===== src/rtl/rvx10_pkg.sv =====
// Shared types and encodings for the RVX10 multicycle controller.
// Optional feature macro: RVX10_EXT_EN (custom-0 opcode decoded as an R-type op).
package rvx10_pkg;

  typedef enum logic [3:0] {
    S_FETCH,
    S_DECODE,
    S_MEMADR,
    S_MEMREAD,
    S_MEMWB,
    S_MEMWRITE,
    S_EXECR,
    S_EXECI,
    S_ALUWB,
    S_BEQ,
    S_JAL
  } mc_state_t;

  localparam logic [6:0] OP_R   = 7'b0110011;
  localparam logic [6:0] OP_I   = 7'b0010011;
  localparam logic [6:0] OP_LW  = 7'b0000011;
  localparam logic [6:0] OP_SW  = 7'b0100011;
  localparam logic [6:0] OP_BR  = 7'b1100011;
  localparam logic [6:0] OP_JAL = 7'b1101111;
  localparam logic [6:0] OP_RVX = 7'b0001011;

  localparam logic [1:0] RES_ALUOUT    = 2'b00;
  localparam logic [1:0] RES_DATA      = 2'b01;
  localparam logic [1:0] RES_ALURESULT = 2'b10;

  localparam logic [1:0] SRCA_PC    = 2'b00;
  localparam logic [1:0] SRCA_OLDPC = 2'b01;
  localparam logic [1:0] SRCA_RS1   = 2'b10;

  localparam logic [1:0] SRCB_RS2  = 2'b00;
  localparam logic [1:0] SRCB_IMM  = 2'b01;
  localparam logic [1:0] SRCB_FOUR = 2'b10;

  localparam logic [1:0] ALUOP_ADD = 2'b00;
  localparam logic [1:0] ALUOP_BR  = 2'b01;
  localparam logic [1:0] ALUOP_R   = 2'b10;
  localparam logic [1:0] ALUOP_I   = 2'b11;

  // True when DECODE has a path for this opcode; anything else is dropped.
  function automatic logic op_legal(input logic [6:0] op);
    logic ok;
    ok = 1'b0;
    case (op)
      OP_R, OP_I, OP_LW, OP_SW, OP_BR, OP_JAL: ok = 1'b1;
`ifdef RVX10_EXT_EN
      OP_RVX: ok = 1'b1;
`endif
      default: ok = 1'b0;
    endcase
    return ok;
  endfunction

endpackage


===== src/rtl/mc_nextstate.sv =====
// Combinational next-state function of the multicycle controller.
// Optional feature macro: RVX10_EXT_EN (custom-0 routed through EXECR).
import rvx10_pkg::*;

module mc_nextstate (
  input  mc_state_t  state,
  input  logic [6:0] op,
  input  logic       mem_ready,
  output mc_state_t  state_next
);

  // Memory states hold until mem_ready; all others advance unconditionally.
  always_comb begin
    state_next = S_FETCH;
    case (state)
      S_FETCH:    state_next = mem_ready ? S_DECODE : S_FETCH;
      S_DECODE: begin
        case (op)
          OP_LW, OP_SW: state_next = S_MEMADR;
          OP_R:         state_next = S_EXECR;
`ifdef RVX10_EXT_EN
          OP_RVX:       state_next = S_EXECR;
`endif
          OP_I:         state_next = S_EXECI;
          OP_BR:        state_next = S_BEQ;
          OP_JAL:       state_next = S_JAL;
          default:      state_next = S_FETCH;
        endcase
      end
      S_MEMADR:   state_next = (op == OP_LW) ? S_MEMREAD : S_MEMWRITE;
      S_MEMREAD:  state_next = mem_ready ? S_MEMWB : S_MEMREAD;
      S_MEMWB:    state_next = S_FETCH;
      S_MEMWRITE: state_next = mem_ready ? S_FETCH : S_MEMWRITE;
      S_EXECR:    state_next = S_ALUWB;
      S_EXECI:    state_next = S_ALUWB;
      S_ALUWB:    state_next = S_FETCH;
      S_BEQ:      state_next = S_FETCH;
      S_JAL:      state_next = S_ALUWB;
      default:    state_next = S_FETCH;
    endcase
  end

endmodule


===== src/rtl/mc_controller.sv =====
// RVX10 multicycle control FSM: state register plus Moore output decode.
// Optional feature macro: RVX10_EXT_EN (custom-0 opcode legal, executes as R-type).
//
// state      | meaning
// FETCH      | read instruction at PC, PC <= PC+4 on mem_ready
// DECODE     | decode op, precompute branch target OldPC+imm
// MEMADR     | ALUOut <= rs1 + imm
// MEMREAD    | read data at ALUOut
// MEMWB      | rd <= Data
// MEMWRITE   | write rs2 to ALUOut address
// EXECR      | ALU on rs1, rs2 (also RVX10 ops when enabled)
// EXECI      | ALU on rs1, imm
// ALUWB      | rd <= ALUOut
// BEQ        | compare rs1/rs2, PC <= target when zero
// JAL        | ALUOut <= OldPC+4, PC <= jump target
import rvx10_pkg::*;

module mc_controller (
  input  logic       clk,
  input  logic       reset_n,
  input  logic [6:0] op,
  input  logic       zero,
  input  logic       mem_ready,
  output logic       mem_req,
  output logic       memwrite,
  output logic       adrsrc,
  output logic       irwrite,
  output logic       pcwrite,
  output logic       regwrite,
  output logic [1:0] resultsrc,
  output logic [1:0] alusrca,
  output logic [1:0] alusrcb,
  output logic [1:0] aluop,
  output logic       instr_done,
  output logic       illegal
);

  mc_state_t state_q;
  mc_state_t state_d;

  logic mem_req_raw, memwrite_raw, irwrite_raw, regwrite_raw;
  logic done_raw, illegal_raw, pcupdate, branch;

  mc_nextstate u_nextstate (
    .state      (state_q),
    .op         (op),
    .mem_ready  (mem_ready),
    .state_next (state_d)
  );

  // State register; reset parks the FSM in FETCH.
  always_ff @(posedge clk or negedge reset_n) begin
    if (!reset_n) state_q <= S_FETCH;
    else          state_q <= state_d;
  end

  // Moore decode of the state, with mem_ready/zero qualifying the strobes.
  always_comb begin
    mem_req_raw  = 1'b0;
    memwrite_raw = 1'b0;
    adrsrc       = 1'b0;
    irwrite_raw  = 1'b0;
    pcupdate     = 1'b0;
    branch       = 1'b0;
    regwrite_raw = 1'b0;
    resultsrc    = RES_ALUOUT;
    alusrca      = SRCA_PC;
    alusrcb      = SRCB_RS2;
    aluop        = ALUOP_ADD;
    done_raw     = 1'b0;
    illegal_raw  = 1'b0;
    case (state_q)
      S_FETCH: begin
        mem_req_raw = 1'b1;
        resultsrc   = RES_ALURESULT;
        alusrcb     = SRCB_FOUR;
        irwrite_raw = mem_ready;
        pcupdate    = mem_ready;
      end
      S_DECODE: begin
        alusrca     = SRCA_OLDPC;
        alusrcb     = SRCB_IMM;
        illegal_raw = !op_legal(op);
      end
      S_MEMADR: begin
        alusrca = SRCA_RS1;
        alusrcb = SRCB_IMM;
      end
      S_MEMREAD: begin
        mem_req_raw = 1'b1;
        adrsrc      = 1'b1;
      end
      S_MEMWB: begin
        resultsrc    = RES_DATA;
        regwrite_raw = 1'b1;
        done_raw     = 1'b1;
      end
      S_MEMWRITE: begin
        mem_req_raw  = 1'b1;
        memwrite_raw = 1'b1;
        adrsrc       = 1'b1;
        done_raw     = mem_ready;
      end
      S_EXECR: begin
        alusrca = SRCA_RS1;
        aluop   = ALUOP_R;
      end
      S_EXECI: begin
        alusrca = SRCA_RS1;
        alusrcb = SRCB_IMM;
        aluop   = ALUOP_I;
      end
      S_ALUWB: begin
        regwrite_raw = 1'b1;
        done_raw     = 1'b1;
      end
      S_BEQ: begin
        alusrca  = SRCA_RS1;
        aluop    = ALUOP_BR;
        branch   = 1'b1;
        done_raw = 1'b1;
      end
      S_JAL: begin
        alusrca  = SRCA_OLDPC;
        alusrcb  = SRCB_FOUR;
        pcupdate = 1'b1;
      end
      default: ;
    endcase
  end

  // Strobes are gated directly by reset so an aborted access drops at once.
  always_comb begin
    mem_req    = mem_req_raw & reset_n;
    memwrite   = memwrite_raw & reset_n;
    irwrite    = irwrite_raw & reset_n;
    pcwrite    = (pcupdate | (branch & zero)) & reset_n;
    regwrite   = regwrite_raw & reset_n;
    instr_done = done_raw & reset_n;
    illegal    = illegal_raw & reset_n;
  end

endmodule


===== config.mk =====
export PLATFORM = sky130hd
export DESIGN_NAME = mc_controller
export DESIGN_NICKNAME = d
export VERILOG_FILES = /design/src/rtl/rvx10_pkg.sv /design/src/rtl/mc_nextstate.sv /design/src/rtl/mc_controller.sv
export SDC_FILE = /design/constraint.sdc
export NUM_CORES = 1
export LEC_CHECK = 0
export CAP_MARGIN = 40
export CORE_UTILIZATION = 40
export CTS_CLUSTER_SIZE = 40
export DETAILED_ROUTE_END_ITERATION = 10
export PLACE_DENSITY_LB_ADDON = 0.3
export SLEW_MARGIN = 20
export SYNTH_ARGS = -nofsm -noshare
export SYNTH_HDL_FRONTEND = slang
export SYNTH_SLANG_ARGS = --single-unit

===== constraint.sdc =====
create_clock -name clk -period 2.1 [get_ports clk]
set_clock_uncertainty 0.15 [all_clocks]
set_input_delay 0.42 -clock clk [delete_from_list [all_inputs] [get_ports clk]]
set_output_delay 0.42 -clock clk [all_outputs]
set_load 0.05 [all_outputs]

==> results of run 1 <==
## cells in the mapped netlist, types with 2 or more instances
| cell type | number |
|---|---|
| a21oi_1 | 13 |
| nand2_1 | 10 |
| nand2b_1 | 8 |
| nor2_1 | 5 |
| dfrtp_1 | 4 |
| nand3_1 | 4 |
| inv_1 | 3 |
| nor2b_1 | 3 |
| and3_1 | 2 |
| buf_2 | 2 |
| mux2i_1 | 2 |
| nand3b_1 | 2 |
| nor3_1 | 2 |
| nor3b_1 | 2 |
| o21ai_1 | 2 |
| or3_1 | 2 |
## logic make-up after synthesis
kind of cell | Yosys count | share of synthesized area
compound gates | 22 | 0.219
xor+xnor | 1 | 0.0144
buf+inv | 8 | 0.0660
flops | 4 | 0.165
mux | 2 | 0.0330
simple gates | 51 | 0.503
## through the flow
stage	hold slack, ns	instance area [um^2]
floorplan	-0.0256	641
global placement	0.462	1170
detailed placement	0.497	1170
CTS	0.157	1280
## what timing repair did
item,in CTS
setup endpoints to repair,10
pin swaps,4
hold buffers,0
resized for setup,21
buffers inserted,6
==> reports/metrics.yaml, run 1 <==
result_of_the_run: "aborted with a tool error"
failing_step: "global routing"
flow.first_error: "[ERROR DPL-0038] Utilization greater than 100%, impossible to legalize"
ys_types: 38
gpl.final_weighted_congestion: 0.851
synthDominantAreaCellType: "dfrtp_1"
largest_net_degree_at_the_start_of_global_routing: 12
post-place-cells: 140
endpoint_type: "primary output"
post_synthesis_instance_total: 88
clockBufferDepth: 2
synth.yosys.seq_area_share: 0.165
synthesized_netlist_net_count: 99
synth_enable_flop_cells: 0
grt-worst-endpoint: "alusrcb[0]"
hpwl_um: 1790
row_count: 13
postSynthRegisterBits: 4
synthesis.area_um2: 607
ctsRootBufferMaster: "clkbuf_4"
yosys_most_used_dff: "dfrtp_1"
die-height_um: 41.0
initial_core_util: 0.449
dpl_worst_slack_ns: -0.138
clock_h_tree_levels: 1
port-buffer-count: 26
synthArstFlopShare: 1.00
synthTopCellsByArea: "dfrtp_1 (16%), a21oi_1 (11%), nand2b_1 (8.2%), nand2_1 (6.2%), mux2i_1 (3.3%)"
chipWidth_um: 41.0
synth.top_cell.area_share: 0.165
number_of_buffers_inserted_during_clock_tree_synthesis: 3
synth_area_per_cell_um2: 6.90
yosys_warnings: 0
clock_sink_count: 4
ios: 27
==> inputs of run 2 (changes only) <==
--- a/config.mk
+++ b/config.mk
@@ -6,10 +6,10 @@
 export NUM_CORES = 1
 export LEC_CHECK = 0
 export CAP_MARGIN = 40
-export CORE_UTILIZATION = 40
-export CTS_CLUSTER_SIZE = 40
+export CORE_AREA = 2 2 63 65
 export DETAILED_ROUTE_END_ITERATION = 10
-export PLACE_DENSITY_LB_ADDON = 0.3
+export DIE_AREA = 0 0 65 67
+export PLACE_DENSITY_LB_ADDON = 0.15
 export SLEW_MARGIN = 20
 export SYNTH_ARGS = -nofsm -noshare
 export SYNTH_HDL_FRONTEND = slang
==> reports/metrics.yaml, run 2 <==
result_of_the_run: "finished, final reports clean"
row_count: 22
layout.cells.most_common_list: "buf_4 (29), buf_12 (16), nand2_1 (10)"
cp_cell_sequence: "nor2b_4, or3_4, nor3b_4, buf_12"
arrival_ns: 1.51
clock_sink_count: 4
min_period_ns: 2.08
yosys_warnings: 0
dpl_worst_slack_ns: -0.176
ctsRootBufferMaster: "clkbuf_8"
largest_register_ff_count: 4
timing_max_transition_violations_final: 0
final-instance-count-excl-fill: 192
setup.worst_path.end: "alusrcb[0]"
viasPerCell: 4.44
setup_slack_ns: 0.0228
min_period_over_period: 0.989
port-buffer-count: 26
synth_area_per_cell_um2: 6.90
post_cts_hold_buffer_count: 0
cellLeakagePower_nw: 0.616
synthTopCellsByArea: "dfrtp_1 (16%), a21oi_1 (11%), nand2b_1 (8.2%), nand2_1 (6.2%), mux2i_1 (3.3%)"
gpl.final_weighted_congestion: 0.746
synthesis.area_um2: 607
setup.worst_path.start_class: "flop"
cp_data_required_time_ns: 1.53
overflow_left_after_global_routing: 0
power.ir.vdd_worst_mv: 0.173
post-synth-top-count-cell: "a21oi_1"
floorplan.die_area_um2: 4360
ios: 27
drt_pass1_iterations: 4
timing_worst_slew_pin_value_ns: 0.355
clockBufferDepth: 2
mostFrequentLayoutCell: "buf_4"
post-place-cells: 179
drive_above_1_share: 0.563
slew-limit-headroom: 0.763
hpwl_um: 1740
final_hold_viol_count: 0
finalNetCount: 157
worst-r2r-cell-count: 5
grt_pass1_wl_um: 3800
post_synthesis_instance_total: 88
wl_per_cell_um: 12.2
synth.top_cells.by_count: "a21oi_1 (13), nand2_1 (10), nand2b_1 (8)"
synthArstFlopShare: 1.00
synthDominantAreaCellType: "dfrtp_1"
yosys_most_used_dff: "dfrtp_1"
antenna_left: 0
detailroute.via_count: 852
synth_enable_flop_cells: 0
reg.largest.list: "state_q: 4 flops"
setup_total_negative_slack_ns: 0
antenna_found_initial: 0
critPathSlowestCell: "dfrtp_2"
worst_r2r_startpoint: "state_q[0]$_DFF_PN0_"
regToRegSetupSlack_ns: 0.53
end_kind: "output port"
largest_net_degree_at_the_start_of_global_routing: 15
max_stage_delay_ns: 0.42
synth.top_cell.area_share: 0.165
finalCoreUtilization: 0.403
crit_start: "state_q[0]$_DFF_PN0_"
insertion_delay_ns: 0.21
cap_viol_max_count: 0
chipWidth_um: 65
floorplan.core_area_um2: 3610
synthesized_netlist_net_count: 99
synth.yosys.seq_area_share: 0.165
antennaDiodeCount: 0
path_class: "reg2out"
worstPathMaxFanout: 4
syn2layout_area_growth_pct: 140
clk_pin_slew_worst_paths_ns: 0.03
grt_use_total: 0.112
grt_setup_unrepaired: "true"
clock_h_tree_levels: 1
max_flop_register: "state_q"
initial_core_util: 0.168
die-height_um: 67
number_of_buffers_inserted_during_clock_tree_synthesis: 3
finalPower_mw: 0.560
max_clock_freq_ghz: 0.481
powerDensity_nw_per_um2: 385
ys_types: 38
postSynthRegisterBits: 4
detailedRoute.firstIterationViolations: 24
detail_route.wirelength_um: 2340
r2r_end: "state_q[2]$_DFF_PN0_"
min-delay-path-class: "in2async"
detail_route.drc_violations: 0
setup_viol: 0
tritoncts_clock_tree: "done"
first_global_vias: 837
run 2: cell counts after synthesis:
No cell type changed its count.
run 2: cell families after synthesis:
kind of cell | after synthesis | synth area share
buffers and inverters | 8 | 0.0660
XOR/XNOR | 1 | 0.0144
AND/OR/NAND/NOR | 51 | 0.503
AO/OA/AOI/OAI | 22 | 0.219
multiplexers | 2 | 0.0330
flip-flops | 4 | 0.165
run 2: layout make-up:
type,instances,area (um^2)
Multi-Input combinational cell,76,581
Clock buffer,3,41.3
Timing Repair Buffer,57,652
Tap cell,48,60.1
Sequential cell,4,105
Inverter,4,15.0
Fill cell,363,2150
run 2: worst min-delay path by stage:
| stage | from | end | cells past startpoint |
|---|---|---|---|
| floorplan | reset_n | state_q[0]$_DFF_PN0_ | 0 |
| global placement | state_q[3]$_DFF_PN0_ | state_q[0]$_DFF_PN0_ | 1 |
| detailed placement | state_q[3]$_DFF_PN0_ | state_q[0]$_DFF_PN0_ | 1 |
| CTS | reset_n | state_q[2]$_DFF_PN0_ | 2 |
| global route | reset_n | state_q[1]$_DFF_PN0_ | 2 |
| finish | reset_n | state_q[1]$_DFF_PN0_ | 2 |
run 2: report_power, final:
group / leakage, nW / switching [mW] / internal [mW]
logic: 0.547 / 0.157 / 0.162
registers: 0.0481 / 0.00486 / 0.0813
clock network: 0.0216 / 0.0341 / 0.122
total: 0.616 / 0.196 / 0.365
run 2: per-stage QoR:
stage | cell area (um^2) | hold slack (ns)
after global routing | 1450 | 0.216
after global placement | 1250 | 0.485
after detailed placement | 1250 | 0.483
final | 1450 | 0.192
after CTS | 1370 | 0.190
after floorplan | 641 | -0.0256
run 2: metal layers:
layer,wire length (um),GRT usage
met1,946,0.124
met2,1300,0.211
met3,97,0.0203
met4,0,0.0399
met5,0,0
run 2: worst max-delay path, delay by kind of cell, from the launching register on:
kind	cells	cell delay [ns]
buffers and inverters	1	0.16
flip-flops	1	0.42
AND/OR/NAND/NOR	3	0.72
run 2: what timing repair did:
item,in CTS,in global routing
endpoints found under the setup margin,7,8
pin swaps,6,4
buffers inserted,7,3
resized for setup,13,21
No activity file was read; power rests on OpenSTA's default activity.
==> inputs of run 3 (changes only) <==
--- a/config.mk
+++ b/config.mk
@@ -7,6 +7,7 @@
 export LEC_CHECK = 0
 export CAP_MARGIN = 40
 export CORE_AREA = 2 2 63 65
+export CTS_CLUSTER_SIZE = 24
 export DETAILED_ROUTE_END_ITERATION = 10
 export DIE_AREA = 0 0 65 67
 export PLACE_DENSITY_LB_ADDON = 0.15
==> results of run 3 <==
The final DEF is identical to that of run 2; final timing and power are the same.
==> inputs of run 4 (changes only) <==
--- a/config.mk
+++ b/config.mk
@@ -11,7 +11,7 @@
 export DETAILED_ROUTE_END_ITERATION = 10
 export DIE_AREA = 0 0 65 67
 export PLACE_DENSITY_LB_ADDON = 0.15
-export SLEW_MARGIN = 20
+export SLEW_MARGIN = 10
 export SYNTH_ARGS = -nofsm -noshare
 export SYNTH_HDL_FRONTEND = slang
 export SYNTH_SLANG_ARGS = --single-unit
==> constraint.sdc (replaced) <==
create_clock -name clk -period 2.45 [get_ports clk]
set_clock_uncertainty 0.15 [all_clocks]
set_input_delay 0.49 -clock clk [delete_from_list [all_inputs] [get_ports clk]]
set_output_delay 0.49 -clock clk [all_outputs]
set_load 0.05 [all_outputs]
==> reports/metrics.yaml, run 4 (synthesis results as in run 2) <==
mostFrequentLayoutCell: "buf_12"
result_of_the_run: "finished, final reports clean"
largest_net_degree_at_the_start_of_global_routing: 14
min_period_over_period: 0.981
syn2layout_area_growth_pct: 96.7
post_cts_hold_buffer_count: 0
detailedRoute.firstIterationViolations: 38
antenna_left: 0
detail_route.wirelength_um: 2040
setup.worst_path.start_class: "primary input"
timing_max_transition_violations_final: 0
path_class: "in2out"
powerDensity_nw_per_um2: 362
end_kind: "output port"
slew-limit-headroom: 0.753
worstPathMaxFanout: 3
layout.cells.most_common_list: "buf_12 (14), a21oi_1 (13), buf_4 (13)"
first_global_vias: 737
cap_viol_max_count: 0
setup_viol: 0
power.clock.fraction: 0.310
clock_sink_count: 4
post_cts_resized: 0
hold-worst-slack_ns: 0.465
grt_setup_unrepaired: "false"
min_period_ns: 2.40
detailroute.via_count: 774
final-instance-count-excl-fill: 172
largest_register_ff_count: 4
floorplan.die_area_um2: 4360
die-height_um: 67
final_hold_viol_count: 0
hpwl_um: 1640
post-place-cells: 169
max_clock_freq_ghz: 0.416
arrival_ns: 1.76
power_frac_seq: 0.175
antenna_found_initial: 0
row_count: 22
worst-r2r-cell-count: 5
ios: 27
finalCoreUtilization: 0.331
initial_core_util: 0.168
clk_pin_slew_worst_paths_ns: 0.03
clock_h_tree_levels: 1
max_flop_register: "state_q"
chipWidth_um: 65
port-buffer-count: 26
power.ir.vdd_worst_mv: 0.120
netSwitchingPower_mw: 0.153
grt_use_total: 0.102
worst_r2r_startpoint: "state_q[0]$_DFF_PN0_"
reg.largest.list: "state_q: 4 flops"
viasPerCell: 4.50
p_sw_frac: 0.354
drive_above_1_share: 0.347
regToRegSetupSlack_ns: 0.77
setup_total_negative_slack_ns: 0
overflow_left_after_global_routing: 0
antennaDiodeCount: 0
gpl.final_weighted_congestion: 0.782
cellLeakagePower_nw: 0.499
cts_setup_buffers: 0
clockBufferDepth: 2
wl_per_cell_um: 11.8
min-delay-path-class: "in2async"
floorplan.core_area_um2: 3610
drt_pass1_iterations: 4
tritoncts_clock_tree: "done"
grt_pass1_wl_um: 3500
r2r_end: "state_q[1]$_DFF_PN0_"
timing_worst_slew_pin_value_ns: 0.369
number_of_buffers_inserted_during_clock_tree_synthesis: 3
power.internal_mw: 0.279
finalNetCount: 137
ctsRootBufferMaster: "clkbuf_8"
detail_route.drc_violations: 0
cp_data_required_time_ns: 1.81
insertion_delay_ns: 0.21
p_comb_frac: 0.515
[run 4: changes by cell type in the layout (fill, tap and decap cells not counted), moves of 4 or more]
cell / before / now
a21oi_1: 8 / 13
dfrtp_1: 0 / 4
buf_4: 29 / 13
clkdlybuf4s50_1: 3 / 9
dlygate4sd2_1: 6 / 0
a21oi_2: 4 / 0
dfrtp_2: 4 / 0
[run 4: how the worst max path moves through the flow]
stage | start | endpoint | slack [ns] | cells after the start
2_1_floorplan | state_q[2]$_DFF_PN0_ | adrsrc | -0.04 | 3
3_3_place_gp | op[5] | illegal | 0.06 | 6
3_5_place_dp | op[5] | illegal | 0.02 | 6
4_1_cts | op[5] | illegal | 0.02 | 6
5_1_grt | op[4] | illegal | 0.002 | 6
6_report | op[4] | illegal | 0.05 | 6
[run 4: through the flow]
| step | power, mW | setup WS (ns) | cell area, um^2 |
|---|---|---|---|
| 6_report | 0.433 | 0.0467 | 1190 |
| 5_1_grt | 0.458 | 0.00159 | 1190 |
| 4_1_cts | 0.436 | 0.0220 | 1180 |
| 3_5_place_dp | 0.299 | 0.0220 | 1140 |
| 3_3_place_gp | 0.298 | 0.0637 | 1140 |
| 2_1_floorplan | 0.188 | -0.0401 | 629 |
[run 4: critical path: stages]
cell             delay [ns]
clkdlybuf4s50_1        0.44
nand3b_1               0.19
nor2_1                 0.16
a21oi_1                0.06
o2111a_1               0.27
buf_12                 0.16
[run 4: final cells by class]
type	instances	area [um^2]
fillers	376	2410
flip-flops and latches	4	100
inverters	4	15.0
clock buffers	3	41.3
multi-input cells	76	497
repair buffers	37	480
well taps	48	60.1
[run 4: metal layers]
layer	up-vias	part of all wire	global-route usage
li1	384	-	-
met1	372	0.44	0.117
met2	18	0.51	0.186
met3	0	0.050	0.0304
met4	0	0	0.0239
met5	-	0	0
[run 4: power by group through the flow]
stage | Combinational [mW] | Clock (mW) | Sequential [mW]
final | 0.223 | 0.134 | 0.0757
after CTS | 0.223 | 0.138 | 0.0754
after global routing | 0.237 | 0.145 | 0.0767
after detailed placement | 0.222 | 0 | 0.0761
after floorplan | 0.115 | 0 | 0.0726
after global placement | 0.222 | 0 | 0.0760
